<file path="config.mk">
export PLATFORM = sky130hd
export DESIGN_NAME = div_unit
export DESIGN_NICKNAME = d
export VERILOG_FILES = /design/src/rtl/div_unit.sv
export SDC_FILE = /design/constraint.sdc
export NUM_CORES = 1
export LEC_CHECK = 0
export ABC_AREA = 1
export BUFFER_PORTS_ARGS = -buffer_cell sky130_fd_sc_hd__buf_4
export CAP_MARGIN = 5
export CORE_MARGIN = 2
export CORE_UTILIZATION = 63
export DETAILED_ROUTE_END_ITERATION = 10
export GPL_TIMING_DRIVEN = 1
export PLACE_DENSITY = 0.86
export REMOVE_ABC_BUFFERS = 1
export SKIP_LAST_GASP = 1
export SYNTH_ARGS = -nofsm -noshare
export SYNTH_HDL_FRONTEND = slang
export SYNTH_SLANG_ARGS = --single-unit
</file>
<file path="constraint.sdc">
create_clock -name CLK -period 4.2 [get_ports CLK]
set_clock_uncertainty 0.2 [all_clocks]
set_input_delay 0.63 -clock CLK [delete_from_list [all_inputs] [get_ports CLK]]
set_output_delay 0.63 -clock CLK [all_outputs]
set_load 0.05 [all_outputs]
</file>
<file path="src/rtl/div_unit.sv">
// div_unit: iterative radix-2 restoring divider for RV32M DIV/DIVU/REM/REMU.
// It sits beside the single-cycle ALU in EX. BUSY stalls the pipeline while
// the divider runs. RESULT is registered and is qualified by a one-cycle
// VALID pulse. Divide-by-zero and signed overflow take a fast path that
// skips the iteration phase.

module div_unit #(
  parameter int XLEN = 32
) (
  input  logic            CLK,
  input  logic            RESET,
  input  logic            START,
  input  logic [4:0]      SELECT,
  input  logic [XLEN-1:0] DATA1,
  input  logic [XLEN-1:0] DATA2,
  input  logic            FLUSH,
  output logic [XLEN-1:0] RESULT,
  output logic            VALID,
  output logic            BUSY
);

  localparam int CW = $clog2(XLEN);
  localparam logic [CW-1:0] LAST_COUNT = CW'(XLEN - 1);
  localparam logic [XLEN-1:0] MOST_NEG = {1'b1, {(XLEN-1){1'b0}}};

  // FSM encoding
  localparam logic [1:0] S_IDLE   = 2'b00;
  localparam logic [1:0] S_CALC   = 2'b01;
  localparam logic [1:0] S_FINISH = 2'b10;

  logic [1:0]      state;
  logic            op_rem;      // 1: the result is the remainder
  logic            quo_neg;     // negate the quotient at completion
  logic            rem_neg;     // negate the remainder at completion
  logic [XLEN-1:0] divisor;     // |DATA2| (signed ops) or DATA2
  logic [XLEN-1:0] rem_q;       // partial remainder
  logic [XLEN-1:0] quo_q;       // dividend bits shifting out, quotient bits shifting in
  logic [CW-1:0]   count;

  // Request decode
  logic            op_valid;
  logic            op_signed;
  logic            op_is_rem;
  logic            dividend_neg;
  logic            divisor_neg;
  logic [XLEN-1:0] dividend_abs;
  logic [XLEN-1:0] divisor_abs;
  logic            div_by_zero;
  logic            overflow;

  // Iteration datapath
  logic [XLEN:0]   shifted;
  logic [XLEN:0]   trial;
  logic [XLEN-1:0] rem_next;
  logic [XLEN-1:0] quo_next;
  logic [XLEN-1:0] quo_final;
  logic [XLEN-1:0] rem_final;

  // Decode the op and condition the operands for the magnitude divider
  always_comb begin
    op_valid     = (SELECT[4:2] == 3'b011);
    op_signed    = ~SELECT[0];
    op_is_rem    = SELECT[1];
    dividend_neg = op_signed & DATA1[XLEN-1];
    divisor_neg  = op_signed & DATA2[XLEN-1];
    dividend_abs = dividend_neg ? -DATA1 : DATA1;
    divisor_abs  = divisor_neg  ? -DATA2 : DATA2;
    div_by_zero  = (DATA2 == '0);
    overflow     = op_signed && (DATA1 == MOST_NEG) && (DATA2 == '1);
  end

  // One restoring step: shift {rem, quo} left, trial-subtract, keep if non-negative
  always_comb begin
    // NOTE: every combinational output is assigned a default first so no path
    // through the block can leave it unassigned and infer a latch.
    rem_next = '0;
    quo_next = '0;
    shifted  = {rem_q, quo_q[XLEN-1]};
    trial    = shifted - {1'b0, divisor};
    if (!trial[XLEN]) begin
      rem_next = trial[XLEN-1:0];
      quo_next = {quo_q[XLEN-2:0], 1'b1};
    end else begin
      // A negative trial implies shifted < divisor, so its top bit is zero.
      rem_next = shifted[XLEN-1:0];
      quo_next = {quo_q[XLEN-2:0], 1'b0};
    end
  end

  // Sign correction applied when the result is registered
  always_comb begin
    quo_final = quo_neg ? -quo_q : quo_q;
    rem_final = rem_neg ? -rem_q : rem_q;
  end

  // Control FSM and datapath registers; RESET beats FLUSH beats START
  always_ff @(posedge CLK) begin
    // NOTE: sequential state uses non-blocking assignments so every register
    // samples pre-edge values regardless of statement order.
    if (!RESET) begin
      state   <= S_IDLE;
      op_rem  <= 1'b0;
      quo_neg <= 1'b0;
      rem_neg <= 1'b0;
      divisor <= '0;
      rem_q   <= '0;
      quo_q   <= '0;
      count   <= '0;
      RESULT  <= '0;
      VALID   <= 1'b0;
    end else if (FLUSH) begin
      // Abort in CALC/FINISH, or drop a request arriving in IDLE.
      state <= S_IDLE;
      VALID <= 1'b0;
    end else begin
      VALID <= 1'b0;
      case (state)
        S_IDLE: begin
          if (START && op_valid) begin
            op_rem  <= op_is_rem;
            divisor <= divisor_abs;
            count   <= '0;
            if (div_by_zero) begin
              // Quotient all ones, remainder is the dividend, no sign fix-up.
              quo_q   <= '1;
              rem_q   <= DATA1;
              quo_neg <= 1'b0;
              rem_neg <= 1'b0;
              state   <= S_FINISH;
            end else if (overflow) begin
              quo_q   <= MOST_NEG;
              rem_q   <= '0;
              quo_neg <= 1'b0;
              rem_neg <= 1'b0;
              state   <= S_FINISH;
            end else begin
              quo_q   <= dividend_abs;
              rem_q   <= '0;
              quo_neg <= dividend_neg ^ divisor_neg;
              rem_neg <= dividend_neg;
              state   <= S_CALC;
            end
          end
        end

        S_CALC: begin
          rem_q <= rem_next;
          quo_q <= quo_next;
          count <= count + CW'(1);
          if (count == LAST_COUNT) begin
            state <= S_FINISH;
          end
        end

        S_FINISH: begin
          RESULT <= op_rem ? rem_final : quo_final;
          VALID  <= 1'b1;
          state  <= S_IDLE;
        end

        default: begin
          state <= S_IDLE;
        end
      endcase
    end
  end

  // The pipeline stalls whenever an operation is in flight
  assign BUSY = (state != S_IDLE);

endmodule
</file>
==> flow_summary_export.csv <==
group,metric,value,unit
route,drt-pass1-iter-count,6,
cts,cts_buffers,17,
placed_design,globalplace.congestion,1.002,
power_and_ir_drop,comb_power_share,32.4,%
global_route,grt.overflow.total,0,
timing,setup_viol,0,
route,totalWireLength,46240,µm
power_and_ir_drop,netSwitchingFraction,38.58,%
timing,clock.fmax,328.2,MHz
setup_path,crit_type,"flop to flop",
placed_design,dp_cells,2580,
finish,layout_common_cells,"nand2_1, inv_1, nor2_1",
timing,worst_slack,1.153,ns
power_and_ir_drop,pwr-share-clk,37.8,%
synth,synth_warnings,0,
placed_design,io_buffers,106,
synth,async_reset_ff_share,0,%
cts,cts_root_buf,"clkbuf_16",
power_and_ir_drop,p_int,0.002840,W
synth,synth_top_area_share,21.79,%
timing,hold_viol,0,
die,initial_core_util,63.72,%
cts,clk_latency,0.44,ns
finish,fin_cells,2613,
global_route,grt_busiest_layer,"met2",
power_and_ir_drop,peakVddDrop,0.3382,mV
cts,cts_hold_buf,0,
cts,cts_tree,"yes",
finish,final_common_cell,"nand2_1",
global_route,grtUsageMet2,65.31,%
die,die_h,146.4,µm
synth,ys_types,51,
timing,worst_slew_pin_slew,1.326,ns
timing,slew_viol_final,0,
power_and_ir_drop,power.density,322.7,nW/µm²
power_and_ir_drop,leakagePower,7.576,nW
setup_path,crit_slowest_cell,"fa_1",
finish,fill_cells,1817,
setup_path,path_cells,"inv_1 > ha_1 > fa_1 > inv_1 > nand3_1 > nand2_2 > nand2_2 > nand2_2 > nand2_2 > nand2_2 > nand2_4 > nand3_2 > nand3_2 > nand2_1 > nand2_1 > a21oi_1",
route,vias,15548,
job,maxCapViolations,0,
die,die_x,146.4,µm
cts,path_clk_slew,0.07,ns
synth,synth_edf_count,0,
timing,setup-tns-final,0,ns
die,coreArea,20040,µm²
cts,clk_path_buf_depth,2,
die,rows,52,
global_route,gr-usage-met1,58.72,%
route,drt_iter0_markers,2088,
placed_design,hpwl,35210,µm
synth,synth_area_leader_cell,"dfxtp_1",
route,viasPerCell,5.950,
setup_path,cp_slowest_stage_delay,0.41,ns
setup_path,cp.required,4.36,ns
synth,ys_ff_latch,139,
synth,ys.flop_type,"dfxtp_1",
min_path,holdCritPathClass,"input pin to flop",
synth,ys_seq_area_share,21.79,%
timing,period_minus_slack,3.047,ns
setup_path,critical_path_arrival,3.21,ns
timing,hold_ws,0.2335,ns
global_route,grt_pass1_vias,14037,
timing,finalCritPeriodShare,72.54,%
finish,synthToLayoutAreaGrowth,12.19,%
synth,syn_area,12770,µm²
status,outcome,"complete, no violations",
placed_design,place_ws,1.139,ns
synth,synth_area_leaders,"dfxtp_1, nand2_1, inv_1, o21ai_0, nand3_1",
setup_path,crit_fanout,15,
die,pin_count,107,
synth,postSynthAreaPerCell,5.625,µm²
cts,cts_setup_buffers,0,
die,dieArea,21420,µm²
global_route,grt_pass1_wl,73050,µm
finish,post_route_cells_drive_above_1_share,8.625,%
cts,cts_resized,0,
global_route,met3_usage,6.438,%
timing,rsz0062_at_grt,"no",
power_and_ir_drop,switching_power,0.001784,W
global_route,grt_max_degree,70,
setup_path,reg2reg_depth,16,
cts,ctsHtreeMaxLevel,4,
setup_path,end_kind,"flop",
power_and_ir_drop,seq_power_share,29.7,%
cts,clock_sinks,139,
route,wire_per_inst,17.70,µm
synth,synth_cells,2270,
setup_path,crit_top_cell,"nand2_2",
finish,fin_nets,2442,
timing,slew_headroom,11.53,%
global_route,track_usage,42.61,%
min_path,hold_path_depth,3,
setup_path,start_kind,"flop",
route,drcViolationCount,0,
route,antenna_left,0,
global_route,antenna_found_initial,0,
==> cells by family (layout without fill, tap and decap cells) <==
group | after synthesis | in the layout | share of synthesized area, %
compound gates | 447 | 447 | 19.33
buf+inv | 469 | 541 | 14.33
other cells | 0 | 1 | 0
flops | 139 | 139 | 21.79
fa+ha+maj | 40 | 40 | 3.978
xor+xnor | 39 | 39 | 2.675
simple gates | 1136 | 1136 | 37.89
==> layer usage <==
layer | vias to the layer above | wire length (µm)
met3 | 191 | 5065
met4 | 0 | 2534
li1 | 7394 | -
met1 | 6948 | 19040
met5 | - | 0
met2 | 1015 | 19600
==> layout make-up <==
| class | count | area [µm²] | share of cell area [%] |
|---|---|---|---|
| Multi-Input combinational cell | 1662 | 8177 | 57.07 |
| Sequential cell | 139 | 2783 | 19.42 |
| Inverter | 390 | 1464 | 10.22 |
| Timing Repair Buffer | 119 | 893.4 | 6.236 |
| Clock buffer | 17 | 425.4 | 2.969 |
| Tap cell | 270 | 337.8 | 2.358 |
| Clock inverter | 15 | 244.0 | 1.703 |
| Antenna cell | 1 | 2.502 | 0.01747 |
==> power groups by stage <==
stage	Combinational, W	Sequential, W	Clock (W)
4_1_cts	0.00144	0.00137	0.00173
3_5_place_dp	0.00143	0.00140	0
6_report	0.00150	0.00137	0.00175
5_1_grt	0.00165	0.00138	0.00179
2_1_floorplan	0.000992	0.00139	0
3_3_place_gp	0.00141	0.00140	0
==> path summary, 6_finish.rpt <==
check            start   endpoint  slack (ns)
max          quo_q[31]  rem_q[31]        1.15
max reg2reg  quo_q[31]  rem_q[31]        1.15
min          SELECT[1]     op_rem        0.23
min reg2reg   count[3]   count[3]        0.27
==> synth_stat cells (all sizes together) (28+ instances only) <==
cell type,n
clkbuf,55
nor3,29
nand2,609
a21oi,150
nand4,31
nor2,234
inv,388
dfxtp,139
xor2,28
o21ai,219
nand3,212
ha,39
==> metrics by stage <==
step,instance area [µm²],power (W),util [%]
4_1_cts,14320,0.004551,71.48
3_3_place_gp,13650,0.002815,68.14
6_report,14330,0.004624,71.49
2_1_floorplan,12400,0.002384,-
5_1_grt,14320,0.004822,71.48
3_5_place_dp,13650,0.002834,68.14
==> worst max-delay path: cells and delay by family (launching register included) <==
family	cells	cell delay [ns]
adders and majority gates	2	0.67
buffers and inverters	2	0.24
and+or+nand+nor	11	1.39
DFF	1	0.35
AOI/OAI and AO/OA	1	0.12
==> registers in the layout, indices dropped and copies added (netlist names), 2 cells and up <==
signal,cells
RESULT,32
divisor,32
quo_q,32
rem_q,32
count,5
state,2
(Power assumes the default switching activity.)
